[src/rtl/fpmul.sv]
// ---------------------------------------------------------------------------
// fpmul - sequential IEEE-754 binary32 multiplier.
//
// Computes InputA x InputB with a 24-step shift-and-add mantissa multiplier,
// then normalizes and rounds to nearest-even. Denormal operands are flushed
// to zero. Special operands finish one cycle after CHECK; normal operands
// take 27 cycles from the START edge to DONE.
//
// Handshake: START is sampled only while BUSY=0. The edge that samples START
// captures the operands and raises BUSY. DONE is a one-cycle pulse with
// BUSY=0, and AxB/EXCEPTION are valid in that cycle. A START in the DONE
// cycle is accepted, so operations can issue back to back. A START while
// BUSY=1 is dropped and is not queued.
//
// Ports:
//   CLOCK        in   1   rising-edge clock
//   RESET        in   1   synchronous active-high reset (wins over START)
//   START        in   1   operation request
//   InputA       in  32   operand A {sign, exp[7:0], frac[22:0]}
//   InputB       in  32   operand B
//   AxB          out 32   registered product, held until the next result
//   DONE         out  1   one-cycle result-valid pulse
//   BUSY         out  1   operation in progress
//   EXCEPTION    out  2   00 none, 01 underflow, 10 overflow, 11 invalid
//   o_dbg_state  out  3   current FSM state (debug)
// ---------------------------------------------------------------------------
module fpmul (
  input  logic        CLOCK,
  input  logic        RESET,
  input  logic        START,
  input  logic [31:0] InputA,
  input  logic [31:0] InputB,
  output logic [31:0] AxB,
  output logic        DONE,
  output logic        BUSY,
  output logic [1:0]  EXCEPTION,
  output logic [2:0]  o_dbg_state
);

  typedef enum logic [2:0] {
    S_IDLE  = 3'd0,
    S_CHECK = 3'd1,
    S_MULT  = 3'd2,
    S_NORM  = 3'd3,
    S_ROUND = 3'd4
  } state_t;

  state_t             r_state;
  logic [31:0]        r_a;
  logic [31:0]        r_b;
  logic [23:0]        r_ma;
  logic [47:0]        r_p;
  logic signed [9:0]  r_e;
  logic [4:0]         r_cnt;
  logic               r_sign;
  logic [22:0]        r_m;
  logic               r_g;
  logic               r_s;

  // Operand classification (from captured operands)
  logic [7:0]         w_ea;
  logic [7:0]         w_eb;
  logic [22:0]        w_fa;
  logic [22:0]        w_fb;
  logic               w_sign;
  logic               w_nan_a;
  logic               w_nan_b;
  logic               w_inf_a;
  logic               w_inf_b;
  logic               w_zero_a;
  logic               w_zero_b;
  logic               w_invalid;
  logic               w_inf_res;
  logic               w_zero_res;
  logic signed [9:0]  w_exp_sum;

  // Multiplier step and rounding
  logic [24:0]        w_sum;
  logic [23:0]        w_m_inc;
  logic               w_round_up;
  logic [22:0]        w_m_fin;
  logic signed [9:0]  w_e_fin;

  assign w_ea   = r_a[30:23];
  assign w_eb   = r_b[30:23];
  assign w_fa   = r_a[22:0];
  assign w_fb   = r_b[22:0];
  assign w_sign = r_a[31] ^ r_b[31];

  assign w_nan_a  = (w_ea == 8'hFF) && (w_fa != 23'd0);
  assign w_nan_b  = (w_eb == 8'hFF) && (w_fb != 23'd0);
  assign w_inf_a  = (w_ea == 8'hFF) && (w_fa == 23'd0);
  assign w_inf_b  = (w_eb == 8'hFF) && (w_fb == 23'd0);
  // Exponent 0 covers both true zero and denormals (flushed to zero).
  assign w_zero_a = (w_ea == 8'h00);
  assign w_zero_b = (w_eb == 8'h00);

  assign w_invalid  = w_nan_a | w_nan_b | (w_inf_a & w_zero_b) | (w_inf_b & w_zero_a);
  assign w_inf_res  = w_inf_a | w_inf_b;
  assign w_zero_res = w_zero_a | w_zero_b;

  // Biased exponent sum, kept signed and wide enough for under/overflow.
  assign w_exp_sum = $signed({2'b00, w_ea}) + $signed({2'b00, w_eb}) - 10'sd127;

  // One shift-and-add step: conditionally add mA into the upper half with the
  // carry kept as bit 24, so the right shift brings the carry back into P[47].
  assign w_sum = {1'b0, r_p[47:24]} + (r_p[0] ? {1'b0, r_ma} : 25'd0);

  // Round to nearest-even; a carry out of the 23-bit fraction means the
  // significand reached 2.0, which is 1.0 with the exponent bumped.
  assign w_round_up = r_g & (r_s | r_m[0]);
  assign w_m_inc    = {1'b0, r_m} + 24'd1;

  always_comb begin
    w_m_fin = r_m;
    w_e_fin = r_e;
    if (w_round_up) begin
      if (w_m_inc[23]) begin
        w_m_fin = 23'd0;
        w_e_fin = r_e + 10'sd1;
      end else begin
        w_m_fin = w_m_inc[22:0];
      end
    end
  end

  assign o_dbg_state = r_state;

  always_ff @(posedge CLOCK) begin
    if (RESET) begin
      r_state   <= S_IDLE;
      r_a       <= 32'd0;
      r_b       <= 32'd0;
      r_ma      <= 24'd0;
      r_p       <= 48'd0;
      r_e       <= 10'sd0;
      r_cnt     <= 5'd0;
      r_sign    <= 1'b0;
      r_m       <= 23'd0;
      r_g       <= 1'b0;
      r_s       <= 1'b0;
      AxB       <= 32'd0;
      DONE      <= 1'b0;
      BUSY      <= 1'b0;
      EXCEPTION <= 2'b00;
    end else begin
      DONE <= 1'b0;
      case (r_state)
        S_IDLE: begin
          if (START) begin
            r_a     <= InputA;
            r_b     <= InputB;
            BUSY    <= 1'b1;
            r_state <= S_CHECK;
          end
        end

        S_CHECK: begin
          r_sign <= w_sign;
          if (w_invalid) begin
            AxB       <= 32'h7FC0_0000;
            EXCEPTION <= 2'b11;
            DONE      <= 1'b1;
            BUSY      <= 1'b0;
            r_state   <= S_IDLE;
          end else if (w_inf_res) begin
            AxB       <= {w_sign, 8'hFF, 23'd0};
            EXCEPTION <= 2'b00;
            DONE      <= 1'b1;
            BUSY      <= 1'b0;
            r_state   <= S_IDLE;
          end else if (w_zero_res) begin
            AxB       <= {w_sign, 31'd0};
            EXCEPTION <= 2'b00;
            DONE      <= 1'b1;
            BUSY      <= 1'b0;
            r_state   <= S_IDLE;
          end else begin
            r_ma    <= {1'b1, w_fa};
            r_p     <= {24'd0, 1'b1, w_fb};
            r_e     <= w_exp_sum;
            r_cnt   <= 5'd0;
            r_state <= S_MULT;
          end
        end

        S_MULT: begin
          r_p   <= {w_sum, r_p[23:1]};
          r_cnt <= r_cnt + 5'd1;
          if (r_cnt == 5'd23) begin
            r_state <= S_NORM;
          end
        end

        S_NORM: begin
          // Product of two [1,2) significands lies in [1,4).
          if (r_p[47]) begin
            r_m <= r_p[46:24];
            r_g <= r_p[23];
            r_s <= |r_p[22:0];
            r_e <= r_e + 10'sd1;
          end else begin
            r_m <= r_p[45:23];
            r_g <= r_p[22];
            r_s <= |r_p[21:0];
          end
          r_state <= S_ROUND;
        end

        S_ROUND: begin
          if (w_e_fin >= 10'sd255) begin
            AxB       <= {r_sign, 8'hFF, 23'd0};
            EXCEPTION <= 2'b10;
          end else if (w_e_fin <= 10'sd0) begin
            AxB       <= {r_sign, 31'd0};
            EXCEPTION <= 2'b01;
          end else begin
            AxB       <= {r_sign, w_e_fin[7:0], w_m_fin};
            EXCEPTION <= 2'b00;
          end
          DONE    <= 1'b1;
          BUSY    <= 1'b0;
          r_state <= S_IDLE;
        end

        default: begin
          BUSY    <= 1'b0;
          r_state <= S_IDLE;
        end
      endcase
    end
  end

endmodule

[config.mk]
export PLATFORM = sky130hd
export DESIGN_NAME = fpmul
export DESIGN_NICKNAME = d
export VERILOG_FILES = /design/src/rtl/fpmul.sv
export SDC_FILE = /design/constraint.sdc
export NUM_CORES = 1
export LEC_CHECK = 0
export CAP_MARGIN = 25
export CORE_ASPECT_RATIO = 0.7
export CORE_MARGIN = 3
export CORE_UTILIZATION = 55
export CTS_BUF_LIST = sky130_fd_sc_hd__clkbuf_8
export DETAILED_ROUTE_END_ITERATION = 12
export PLACE_DENSITY_LB_ADDON = 0.08
export SLEW_MARGIN = 5
export SYNTH_ARGS = -nofsm -noshare
export SYNTH_HDL_FRONTEND = slang
export SYNTH_SLANG_ARGS = --single-unit
[constraint.sdc]
create_clock -name CLOCK -period 3.8 [get_ports CLOCK]
set_input_delay 0.76 -clock CLOCK [delete_from_list [all_inputs] [get_ports CLOCK]]
set_output_delay 0.76 -clock CLOCK [all_outputs]
set_load 0.1 [all_outputs]
=== Word-level counts from Yosys, hierarchy flattened ===
Cells that the tools add are included.

* Bits in registers: 216
* Input port bits: 67
* Output and inout port bits: 39
* Word-level logic and storage cells: 123

* $add $sub $neg: 6
* Order comparisons: 2
* Eq/ne operators: 14
* Multiplexer cells: 48
* Bitwise operators: 14
* Reductions and logical operators: 24

{| class="wikitable"
|+ Operators by type and width
! cell !! number
|-
| 2-to-1 mux 48 bit || 3
|-
| 2-to-1 mux 32 bit || 3
|-
| case mux 48 bit (2 select lines) || 1
|-
| 2-to-1 mux 23 bit || 3
|-
| case mux 32 bit (2 select lines) || 1
|-
| 2-to-1 mux 31 bit || 2
|-
| 2-to-1 mux 10 bit || 6
|-
| zero test 23 bit || 2
|-
| nonzero test 23 bit || 2
|-
| adder 24 x 24 -> 25 bit || 1
|-
| adder 23 x 1 -> 24 bit, second input constant || 1
|-
| 2-to-1 mux 24 bit || 1
|-
| OR reduction 23 bit || 1
|-
| OR reduction 22 bit || 1
|-
| case mux 10 bit (2 select lines) || 1
|-
| equality test 8 bit, second input constant || 2
|-
| zero test 8 bit || 2
|-
| 2-to-1 mux 5 bit || 3
|-
| 2-to-1 mux 2 bit || 7
|-
| inequality test 2 bit, second input constant || 6
|-
| case mux 3 bit (4 select lines) || 1
|-
| adder 10 x 2 -> 10 bit, second input constant || 1
|-
| >= comparator 10 x 9 -> 1 bit, second input constant || 1
|-
| <= comparator 10 x 1 -> 1 bit, second input constant || 1
|-
| other kinds (26) || 55
|}

=== Longest topological paths before layout ===
* Word-level depth: 7
* Depth in mapped cells: 13
* Gate-level depth less buffers: 13

=== Worst setup path after synthesis ===
Ideal clock, no wire load.

* Path kind: flip-flop to flip-flop
* Start point: reg r_state[0] (netlist: o_dbg_state[0])
* End point: reg r_e[6]
* Library setup time: 0.095 ns
* Arrival time: 2.921 ns
* Data required time: 3.705 ns
* Path slack: 0.784 ns
* Cell stages (with the launch flop): 9
* Buffers on the path: 2
* Period minus slack after synthesis: 3.016 ns
* Cell sequence: dfxtp_1 inv_1 or3_1 clkbuf_1 nor3_1 a21o_1 buf_2 o21ai_0 a221oi_1

* Longest elaborated chain between the ends: 3
* Elaborated cells between the ends (all ways): 9
* Those cells by class: 6 x eq/ne; 1 x mux; 2 x reduce/logical

{| class="wikitable"
|+ RTL lines
! element !! line !! RTL
|-
| start: declaration || 48 || <nowiki>state_t r_state;</nowiki>
|-
| start signal: assignment || 131 || <nowiki>r_state <= S_IDLE;</nowiki>
|-
| start signal: assignment || 154 || <nowiki>r_state <= S_CHECK;</nowiki>
|-
| start signal: assignment || 165 || <nowiki>r_state <= S_IDLE;</nowiki>
|-
| equality test 3 x 2 -> 1 bit / equality test 3 x 1 -> 1 bit (equally long branches) || 148 || <nowiki>case (r_state)</nowiki>
|-
| inequality test 2 bit (no source line) / nonzero test 2 bit (equally long branches) || -- ||
|-
| AND reduction 5 bit (no source line) || -- ||
|-
| end signal: assignment || 181 || <nowiki>r_e <= w_exp_sum;</nowiki>
|-
| end signal: assignment || 201 || <nowiki>r_e <= r_e + 10'sd1;</nowiki>
|-
| end: declaration || 53 || <nowiki>logic signed [9:0] r_e;</nowiki>
|}

Parallel ways exist; a longest one is shown, timed or not.
A chain may end at the register's enable or synchronous reset.

=== Final worst setup path ===
* Start point: reg r_p[0]
* End point: reg r_p[45]

* Longest elaborated chain between the ends: 3

{| class="wikitable"
|+ RTL lines
! element !! line !! RTL
|-
| start: declaration || 52 || <nowiki>logic [47:0] r_p;</nowiki>
|-
| start signal: assignment || 180 || <nowiki>r_p <= {24'd0, 1'b1, w_fb};</nowiki>
|-
| start signal: assignment || 188 || <nowiki>r_p <= {w_sum, r_p[23:1]};</nowiki>
|-
| 2-to-1 mux 24 bit || 107 || <nowiki>assign w_sum = {1'b0, r_p[47:24]} + (r_p[0] ? {1'b0, r_ma} : 25'd0);</nowiki>
|-
| adder 24 x 24 -> 25 bit || 107 ||
|-
| case mux 48 bit (2 select lines) || 148 ||
|}

No other way between the ends.

==> results.yml <==
pwr:
  fin_total_pwr_w: 0.00535
  irDropWorstVdd_mv: 0.240
  leakage_nw: 4.62
  power_density_nw_per_um2: 421
status:
  status: "completed"
place:
  port_buffers: 105
  hpwl_um: 19200
  preCtsSetupSlack_ns: 0.606
  place_congestion: 0.967
sta:
  fmax_ghz: 0.312
  skew_ns: 0.0192
  drv_slew: 0
  rsz0062_at_grt: "false"
  setup_tns_ns: 0
  worst_slew_pin_slew_ns: 1.02
  hold_violations: 0
  setup_violations: 0
  period_minus_slack_ns: 3.21
  slew_headroom_pct: 31.9
  layout_setup_ws_ns: 0.595
  final.period_utilization_pct: 84.3
  whs_ns: 0.452
global_routing:
  grt_max_degree: 78
  grt_first_pass_wirelength_um: 43300
  grt_usage_pct: 24.3
  grt_pass1_vias: 8488
  gr-total-overflow: 0
  antenna_found_initial: 0
floorplanning:
  die_x_um: 174
  io_pins: 106
  core-area_um2: 19100
  start_util_pct: 56.6
  die_area_um2: 21400
  row_count: 42
  die_h_um: 123
detailed_routing:
  ant_nets: 0
  wl_per_cell_um: 15.5
  drc: 0
  firstDrtPassIters: 7
  viasPerCell: 5.65
  wl_um: 26600
  drtIter0Drc: 847
  vias: 9690
clock_tree:
  post_cts_buffers: 0
  clk_pin_slew_ns: 0.07
  cts-buffers-inserted: 35
  cts_hold_buffers: 0
  clockRootBuffer: "clkbuf_8"
  h-tree-depth: 2
  cts_sinks: 216
  cts_tree: "yes"
  clockBufferDepth: 3
  cts_resized: 0
  clock_latency_ns: 0.51
setup_path:
  cpLargestDelayFamily: "compound AO/OA/AOI/OAI gates"
  crit_arrival_ns: 3.61
  cp_num_buf_inv: 1
  critPathMaxStageDelay_ns: 0.70
  cp_cell_sequence: "and2_1, ha_1, inv_1, fa_1, nor2b_1, o31ai_1, a211oi_1, nor2_1, a31o_2, o21ai_0, xor2_1, a22o_1"
  cp_max_fo: 26
  setup.worst_path.end_class: "flip-flop"
  critPathRequiredTime_ns: 4.20
  path_class: "flip-flop to flip-flop"
  worst_path_max_delay_cell: "dfxtp_1"
  crit_path_start_kind: "flip-flop"
finish:
  drive_above_1_share_pct: 6.82
  final_common_cell: "nand2_1"
  ff_latch_area_um2: 4320
  mostFrequentLayoutCells: "nand2_1 (291), dfxtp_1 (216), a21oi_1 (130), nor2_1 (115), clkdlybuf4s50_1 (102)"
  area_growth_pct: 17.7
  fill_cells: 1659
  fin_nets: 1536
  n_antenna_cell: 0
  multi_input_area_um2: 6090
yosys:
  synth_edf_count: 0
  async_reset_ff_share_pct: 0
  ys.flop_type: "dfxtp_1"
  syn-num-nets: 1466
  postSynthAreaPerCell_um2: 7.97
  synth-seq-area-share_pct: 40.0
  synth.ff_latch_count: 216
  synthesis.area_um2: 10800
  synth.distinct_cells: 67
  synthCells: 1355
  yosys_warnings: 0
hold_path:
  min_path_type: "flip-flop to flip-flop"
run:
  max-cap-violations: 0
## stage by stage
stage                     cell area, um^2  instances  utilization, %
after CTS                           12700       1716            66.7
after floorplan                     10800       1355               -
after global routing                12700       1716            66.7
final                               12700       1716            66.7
after detailed placement            12000       1652            62.8
after global placement              11900       1650            62.6
## power by group
group / total (W) / switching (W) / leakage [nW] / internal, W
registers: 0.00250 / 0.000122 / 1.76 / 0.00238
logic: 0.000770 / 0.000488 / 2.44 / 0.000282
clock network: 0.00208 / 0.000925 / 0.422 / 0.00115
total: 0.00535 / 0.00154 / 4.62 / 0.00381
## flip-flops by register name, indices dropped and copies added, names as in the netlist
register	cells
r_ma	24
r_b	32
r_g	1
DONE	1
r_p	48
r_m	23
r_s	1
r_a	32
BUSY	1
r_cnt	5
AxB	32
r_sign	1
r_e	10
o_dbg_state	3
EXCEPTION	2
## worst min-delay path, stage by stage, from the launching register on
cell and delay (ns):
dfxtp_1 0.31, nand2_1 0.05, a21oi_1 0.05
## cells in the mapped netlist, drive strengths merged (12+ instances only)
cell type  count  share of area [%]
mux2i         25                2.3
and2          28                1.6
and3          12               0.71
o21ai         54                2.5
nor3          22                1.0
a21oi        130                6.0
clkbuf        74                2.6
nand2        292                 10
dfxtp        216                 40
xor2          27                2.2
inv           20               0.69
ha            42                4.9
nor4          24                1.4
a211oi        36                2.7
nor2         116                4.0
nand4         23                1.3
a311oi        18                1.5
xnor2         31                2.5
nand3         23                1.1
## metal layers
layer	up-vias	part of all wire (%)	track usage (%)
met5	-	0	0
met4	0	1.2	5.16
met3	32	7.8	4.60
met2	307	39	34.1
met1	4394	52	38.2
li1	4957	-	-
## cells by family (layout without fill, tap and decap cells)
group / count (synthesis) / in the layout / share of synthesized area [%]
AOI/OAI and AO/OA: 332 / 332 / 20.2
xor gates and xnor gates: 58 / 58 / 4.70
adders and majority gates: 44 / 44 / 5.23
buffers and inverters: 105 / 202 / 3.81
DFF: 216 / 216 / 40.0
muxes: 26 / 26 / 2.42
and+or+nand+nor: 574 / 574 / 23.6
## worst paths after layout
check | start | to | depth (start not counted) | slack [ns]
hold / removal | r_ma[0] | r_ma[0] | 2 | 0.45
setup reg to reg | r_p[0] | r_p[45] | 12 | 0.59
setup / recovery | r_p[0] | r_p[45] | 12 | 0.59
hold reg to reg | r_ma[0] | r_ma[0] | 2 | 0.45
## layout make-up
cell class | count | share of cell area (%)
clock buffers | 49 | 5.30
clock inverters | 15 | 0.570
inverters | 20 | 0.590
multi-input cells | 1034 | 47.9
flip-flops and latches | 216 | 34.0
well taps | 264 | 2.60
repair buffers | 118 | 9.07
Power figures use the tool's default switching activity.
